==> src/rtl/outfifo_arbiter.sv <==
// outfifo_arbiter: drains whole packets from per-thread output FIFOs onto the
// single shared output stream. Threads are granted in round-robin order. When a
// packet's last word has left, fifo_done pulses for one cycle for that thread.
//
// Ports:
//   clk, reset        - single clock, synchronous active-high reset
//   thread_pkt_ready  - per-thread "complete packet available"
//   thread_empty      - per-thread FWFT FIFO empty (head valid when low)
//   thread_data/ctrl  - per-thread head word / ctrl byte, thread i at slice i
//   thread_last       - per-thread head word is the packet's last word
//   thread_rd_en      - pop strobe to the granted thread (one-hot or zero)
//   out_rdy           - downstream accepts a word this cycle
//   out_wr/data/ctrl  - registered output word
//   fifo_done         - one-cycle pulse on the thread whose packet finished
//   active_thread     - currently granted thread
//   busy              - high while a packet is in flight (SEND or DONE)
//   pkt_count         - packets completed since reset, wraps at 2^32
module outfifo_arbiter #(
    parameter int unsigned NUM_THREADS    = 8,
    parameter int unsigned THREAD_BITS    = 3,
    parameter int unsigned DATA_WIDTH     = 64,
    parameter int unsigned CTRL_WIDTH     = 8,
    // Value pkt_count takes on reset; lets a counter start near its wrap point.
    parameter logic [31:0] PKT_COUNT_INIT = 32'h0
) (
    input  logic                              clk,
    input  logic                              reset,
    input  logic [NUM_THREADS-1:0]            thread_pkt_ready,
    input  logic [NUM_THREADS-1:0]            thread_empty,
    input  logic [NUM_THREADS*DATA_WIDTH-1:0] thread_data,
    input  logic [NUM_THREADS*CTRL_WIDTH-1:0] thread_ctrl,
    input  logic [NUM_THREADS-1:0]            thread_last,
    output logic [NUM_THREADS-1:0]            thread_rd_en,
    input  logic                              out_rdy,
    output logic                              out_wr,
    output logic [DATA_WIDTH-1:0]             out_data,
    output logic [CTRL_WIDTH-1:0]             out_ctrl,
    output logic [NUM_THREADS-1:0]            fifo_done,
    output logic [THREAD_BITS-1:0]            active_thread,
    output logic                              busy,
    output logic [31:0]                       pkt_count
);

    typedef enum logic [1:0] {
        ST_IDLE = 2'd0,
        ST_SEND = 2'd1,
        ST_DONE = 2'd2
    } state_t;

    state_t                  state;
    state_t                  state_next;
    logic [THREAD_BITS-1:0]  rr_ptr;
    logic [THREAD_BITS-1:0]  grant_c;
    logic [THREAD_BITS-1:0]  idx_c;
    logic                    grant_vld_c;
    logic                    pop_c;
    logic                    head_empty_c;
    logic                    head_last_c;
    logic [DATA_WIDTH-1:0]   head_data_c;
    logic [CTRL_WIDTH-1:0]   head_ctrl_c;

    // Round-robin search: first ready thread starting at rr_ptr+1, wrapping.
    always_comb begin
        grant_vld_c = 1'b0;
        grant_c     = '0;
        idx_c       = '0;
        for (int unsigned i = 1; i <= NUM_THREADS; i++) begin
            idx_c = rr_ptr + THREAD_BITS'(i);
            if (!grant_vld_c && thread_pkt_ready[idx_c]) begin
                grant_vld_c = 1'b1;
                grant_c     = idx_c;
            end
        end
    end

    // Head-of-FIFO view of the granted thread.
    always_comb begin
        head_empty_c = 1'b1;
        head_last_c  = 1'b0;
        head_data_c  = '0;
        head_ctrl_c  = '0;
        for (int unsigned i = 0; i < NUM_THREADS; i++) begin
            if (active_thread == THREAD_BITS'(i)) begin
                head_empty_c = thread_empty[i];
                head_last_c  = thread_last[i];
                head_data_c  = thread_data[i*DATA_WIDTH +: DATA_WIDTH];
                head_ctrl_c  = thread_ctrl[i*CTRL_WIDTH +: CTRL_WIDTH];
            end
        end
    end

    // FSM state register.
    always_ff @(posedge clk) begin
        if (reset) begin
            state <= ST_IDLE;
        end else begin
            state <= state_next;
        end
    end

    // FSM next state and pop strobe; reset suppresses the pop so an
    // interrupted packet loses no further words.
    always_comb begin
        state_next   = state;
        pop_c        = 1'b0;
        thread_rd_en = '0;
        case (state)
            ST_IDLE: begin
                if (grant_vld_c) begin
                    state_next = ST_SEND;
                end
            end
            ST_SEND: begin
                pop_c = out_rdy && !head_empty_c && !reset;
                if (pop_c) begin
                    thread_rd_en = NUM_THREADS'(1) << active_thread;
                    if (head_last_c) begin
                        state_next = ST_DONE;
                    end
                end
            end
            ST_DONE: begin
                state_next = ST_IDLE;
            end
            default: begin
                state_next = ST_IDLE;
            end
        endcase
    end

    // Registered datapath, grant bookkeeping and status outputs.
    always_ff @(posedge clk) begin
        if (reset) begin
            rr_ptr        <= THREAD_BITS'(NUM_THREADS - 1);
            active_thread <= '0;
            out_wr        <= 1'b0;
            out_data      <= '0;
            out_ctrl      <= '0;
            fifo_done     <= '0;
            busy          <= 1'b0;
            pkt_count     <= PKT_COUNT_INIT;
        end else begin
            out_wr <= pop_c;
            if (pop_c) begin
                out_data <= head_data_c;
                out_ctrl <= head_ctrl_c;
            end
            // Pulse lands in the DONE cycle, one cycle after the last pop.
            if (pop_c && head_last_c) begin
                fifo_done <= NUM_THREADS'(1) << active_thread;
            end else begin
                fifo_done <= '0;
            end
            busy <= (state_next != ST_IDLE);
            if (state == ST_IDLE && grant_vld_c) begin
                active_thread <= grant_c;
            end
            if (state == ST_DONE) begin
                rr_ptr    <= active_thread;
                pkt_count <= pkt_count + 32'd1;
            end
        end
    end

endmodule
==> config.mk <==
export PLATFORM = sky130hd
export DESIGN_NAME = outfifo_arbiter
export DESIGN_NICKNAME = d
export VERILOG_FILES = /design/src/rtl/outfifo_arbiter.sv
export SDC_FILE = /design/constraint.sdc
export NUM_CORES = 1
export LEC_CHECK = 0
export ABC_CLOCK_PERIOD_IN_PS = 9600
export CAP_MARGIN = 40
export CORE_AREA = 2 2 283 285
export CTS_CLUSTER_DIAMETER = 60
export DETAILED_ROUTE_END_ITERATION = 16
export DIE_AREA = 0 0 285 287
export SYNTH_ARGS = -nofsm -noshare
export SYNTH_HDL_FRONTEND = slang
export SYNTH_SLANG_ARGS = --single-unit
==> constraint.sdc <==
create_clock -name clk -period 9.6 [get_ports clk]
set_input_delay 0.96 -clock clk [delete_from_list [all_inputs] [get_ports clk]]
set_output_delay 0.96 -clock clk [all_outputs]
set_load 0.02 [all_outputs]
Word level (Yosys, flattened, before mapping)

Cells that the tools add are included.

Mux-type cells: 71
Bitwise logic cells: 1
Reductions and logical operators: 24
$add $sub $neg: 8
$lt $le $gt $ge: 8
Equality and inequality tests: 9
Shift-type cells: 1

Operator list:

| operator                                            | number |
|---|---|
| 2-to-1 mux 64 bit                                   | 8 |
| 2-to-1 mux 8 bit                                    | 10 |
| 2-to-1 mux 1 bit                                    | 33 |
| adder 32 x 1 -> 32 bit (second input constant)      | 1 |
| < comparator 3 x 4 -> 1 bit (second input constant) | 8 |
| binary-select mux 1 bit (select 3 bit)              | 8 |
| 2-to-1 mux 3 bit                                    | 8 |
| adder 3 bit (second input constant)                 | 4 |
| == test 3 bit (second input constant)               | 4 |
| logical AND 1 bit                                   | 11 |
| logical NOT 1 bit                                   | 9 |
| << shifter 1 x 3 -> 8 bit (first input constant)    | 1 |
| adder 3 x 2 -> 3 bit (second input constant)        | 2 |
| == test 3 x 2 -> 1 bit (second input constant)      | 2 |
| 2-to-1 mux 2 bit                                    | 3 |
| one-hot mux 2 bit (2 select lines)                  | 1 |
| adder 3 x 1 -> 3 bit (second input constant)        | 1 |
| == test 3 x 1 -> 1 bit (second input constant)      | 1 |
| logical NOT 3 bit                                   | 1 |
| == test 2 x 1 -> 1 bit (second input constant)      | 1 |
| == test 2 bit (second input constant)               | 1 |
| logical NOT 2 bit                                   | 1 |
| nonzero test 2 bit                                  | 1 |
| OR reduction 2 bit                                  | 1 |
| NOT 1 bit                                           | 1 |

Logic and storage cells: 131
Output and inout bits: 125
Register bits: 122
Bits of input ports: 603

Depth between registers and ports, before layout

Depth after elaboration: 28
Gate-level depth with buffers: 11
Gate-level depth less buffers: 8

Worst setup path after synthesis

Ideal clock, no wire load.

Path type: input to output
Start: input port thread_empty[7]
End: output port thread_rd_en[0]
Setup slack: 5.641 ns
Path buffers: 3
Data required time: 8.640 ns
Stages: 8
Data arrival time: 2.999 ns
Cells stage by stage: mux4_2 > mux2i_1 > nand3b_1 > or2_1 > clkbuf_1 > clkbuf_1 > clkbuf_1 > nor4_1

Cells in the longest elaborated chain, start to end: 6

RTL lines:

| element                         | line | RTL |
|---|---|---|
| start: declaration              | 29   | `input logic [NUM_THREADS-1:0] thread_empty,` |
| 2-to-1 mux 1 bit                | 83   | `if (active_thread == THREAD_BITS'(i)) begin` |
| logical NOT 1 bit               | 114  | `pop_c = out_rdy && !head_empty_c && !reset;` |
| logical AND 1 bit (2 in series) | 114  |  |
| 2-to-1 mux 8 bit                | 115  | `if (pop_c) begin` |
| 2-to-1 mux 8 bit                | 107  | `case (state)` |
| end: declaration                | 33   | `output logic [NUM_THREADS-1:0] thread_rd_en,` |

No other way between the ends.

Worst setup path after layout

Start: register active_thread[2]
End: output port thread_rd_en[6]

Cells in the longest elaborated chain, start to end: 14
Elaborated cells on any way between the ends: 22
Those cells by class: eq/ne (7); shift (1); mux (10); reduce/logical (4)

RTL lines:

| element                         | line | RTL |
|---|---|---|
| start: declaration              | 39   | `output logic [THREAD_BITS-1:0] active_thread,` |
| start signal: assignment        | 156  | `active_thread <= grant_c;` |
| logical NOT 3 bit               | 83   |  |
| 2-to-1 mux 1 bit (8 in series)  | 83   |  |
| logical NOT 1 bit               | 114  |  |
| logical AND 1 bit (2 in series) | 114  |  |
| 2-to-1 mux 8 bit (*)            | 115  |  |
| 2-to-1 mux 8 bit (*)            | 107  |  |

Every way passes the cells marked *; elsewhere a longest branch is shown, timed or not.

==> metrics.txt <==
Worst-Skew Late Latency=about 0.47 ns; top cells by area, synth=dfxtp_1 25%, nor2_1 7.0%, o21ai_0 6.8%; Synth Instances=1,270; DR vias=between 10,000 and 15,000; Layout Skew=around 0.017 ns; IO Count=~730; Comb power frac=a little under two fifths; largest net degree at the start of global routing=~110; final hold vios=0; Die Area=between 80,000 and 90,000 µm²; endpoints failing setup=0; first-iteration detailed-routing DRC count=797; average routed wire per standard cell=approximately 25 µm; first-pass GRT wire length=approximately 100,000 µm; Num CTS Buffers=17; Synth area leader=dfxtp_1; Post-CTS Setup Inserts=0; GRT Total Usage=17.7%; top cell type's share of synthesized area=25.5%; main combinational cell family by area after synthesis=compound AO/OA/AOI/OAI gates; Ys Warns=0; Rel. slew slack=42.5%; fin. max-slew vios=0; Post-synth EDFFs=0; status=completed; layout cells sized above 1=under 10%; Slew @ Worst Pin=0.853 ns; fin util=a little under a quarter; tightest hold margin=roughly 0.45 ns; sequential area share after synthesis=25.5%; # DRC=0; Seq pwr share=between 20% and 30%; post-synthesis mux area share=about 15%; Netlist Area Pre-Place=around 9600 µm²; GPL Wtd Cong=a little under 0.9; power per standard cell area=around 110 nW/µm²; f_max=just under 0.2 GHz; switching power share of the total=around a third; # nets final=about 2,500; RSZ-0062 raised after global routing=no; Die Y=287 µm; clock tree sinks=roughly 120; Starting Density=between 10% and 20%; Inst Count DP=2,938; Tightest Hold Check Type=flip-flop to flip-flop; Simple-Gate Fraction of Synth Area=around 17%; CP Data Arrival Time=4.09 ns; Crit Path Category=flip-flop to output port; chip width=~290 µm; Area Overhead vs Synth=93.3%; vias in the first global route=13,100; #FFs+latches synth=122; P_sw=approximately 0.68 mW; Mapped Avg Cell Area=7.55 µm²; drt first pass iters=5; clk buf depth=2; post-synthesis xor/xnor area fraction=approximately 3.1%; count leader, synth=nor2_1; # hold bufs at CTS=0; CP Max Fanout=112; CTS tree=done; via density per instance=4.45; core box area=around 79,000 µm²; min cycle time layout=5.05 ns; clock power share=between 30% and 40%; top_reg_cell synth=dfxtp_1; CTS root buffer=clkbuf_16; most frequent cells after synthesis=178 x nor2_1, 130 x o21ai_0, 122 x dfxtp_1; synth unique cells=50; crit start category=flip-flop; asr flop ratio synth=0%; CTS resizes=0; grt ovf=0; port buffer count=~730; final period utilization=a little over half; Post-Synth Adder-Cell Area=0.391%; CTS H-tree depth=4; placement row count=roughly 100; post-DP HPWL=slightly above 60,000 µm; Finished Layout Cells=about 3,000; Power Internal=1.29 mW; Tot Pwr=about 2.0 mW; final WL=75,700 µm; Synthesized Nets=between 1,500 and 2,000; initial antenna violation count=39; CP required=8.64 ns; endpoint class of the critical path=output port; Max Cap Violations=0; Leak=roughly 6.1 nW; VDD IR max=about 0.10 mV; Synth Area in Compound Gates=a little under a third; setup TNS=0 ns; FILL cells=8,657; Worst-path clk slew=roughly 0.06 ns; Detail Route Antenna Nets=0
-- registers in the layout, summed over array words and instances, names as in the netlist --
name           flops
rr_ptr             3
state              2
out_ctrl           8
out_data          64
fifo_done          8
active_thread      3
out_wr             1
busy               1
pkt_count         32
-- path summary, 6_finish.rpt --
path              depth (start not counted)                     startpoint                   endpoint  slack, ns
hold reg to reg                           2      out_data[44]$_SDFFE_PP0P_  out_data[44]$_SDFFE_PP0P_       0.45
hold / removal                            2      out_data[44]$_SDFFE_PP0P_  out_data[44]$_SDFFE_PP0P_       0.45
setup / recovery                          5  active_thread[2]$_SDFFE_PP0P_            thread_rd_en[6]       4.55
setup reg to reg                          9  active_thread[1]$_SDFFE_PP0P_    fifo_done[4]$_SDFF_PP0_       5.84
-- layout by cell type (no fill, tap or decap), types with 23 or more instances in the layout --
cell type / instances
clkdlybuf4s50_1: 726
nor2_1: 177
o21ai_0: 130
dfxtp_1: 119
a21oi_1: 92
a22oi_1: 65
a221oi_1: 63
nor3_1: 62
mux2i_1: 61
inv_1: 61
o221ai_1: 57
nand2_1: 42
mux4_2: 24
xor2_1: 23
-- worst max-delay path: stages, from the launching register on --
cell	delay, ns
dfxtp_4	0.71
buf_12	0.52
and2_4	0.76
nand2_1	0.61
nor2_1	0.30
clkdlybuf4s50_1	0.64
-- routing by layer --
metal | up-vias | global-route usage (%) | routed length, µm
met4 | 26 | 4.38 | 1480
met3 | 102 | 6.63 | 7390
met2 | 734 | 30.8 | 37100
met5 | - | 0 | 169
li1 | 6064 | - | -
met1 | 6327 | 20.5 | 29500
-- cell type report --
class	count	area [µm²]	share of cell area, %
Tap cell	1050	1310	7.08
Clock inverter	14	148	0.796
Multi-Input combinational cell	952	6450	34.8
Timing Repair Buffer	751	7480	40.3
Sequential cell	122	2450	13.2
Inverter	63	241	1.30
Antenna cell	12	30.0	0.162
Clock buffer	17	425	2.29
-- through the flow --
step	setup WS (ns)	instance area, µm²
global route	4.38	18500
CTS	4.44	18500
global placement	4.95	17900
finish	4.55	18500
detailed placement	4.95	17900
floorplan	5.64	9590
-- power groups by stage --
stage	Combinational, mW	Clock, mW	Sequential (mW)
detailed placement	0.748	0	0.562
global route	0.795	0.726	0.553
CTS	0.751	0.709	0.551
global placement	0.742	0	0.561
finish	0.747	0.676	0.549
floorplan	0.287	0	0.564
-- cells by family after synthesis --
logic type | count (synthesis)
adders and majority gates | 3
buffers and inverters | 196
DFF | 122
muxes | 110
and+or+nand+nor | 355
xor gates and xnor gates | 34
AOI/OAI and AO/OA | 450
Note: power is estimated with default switching activity, not from simulation.
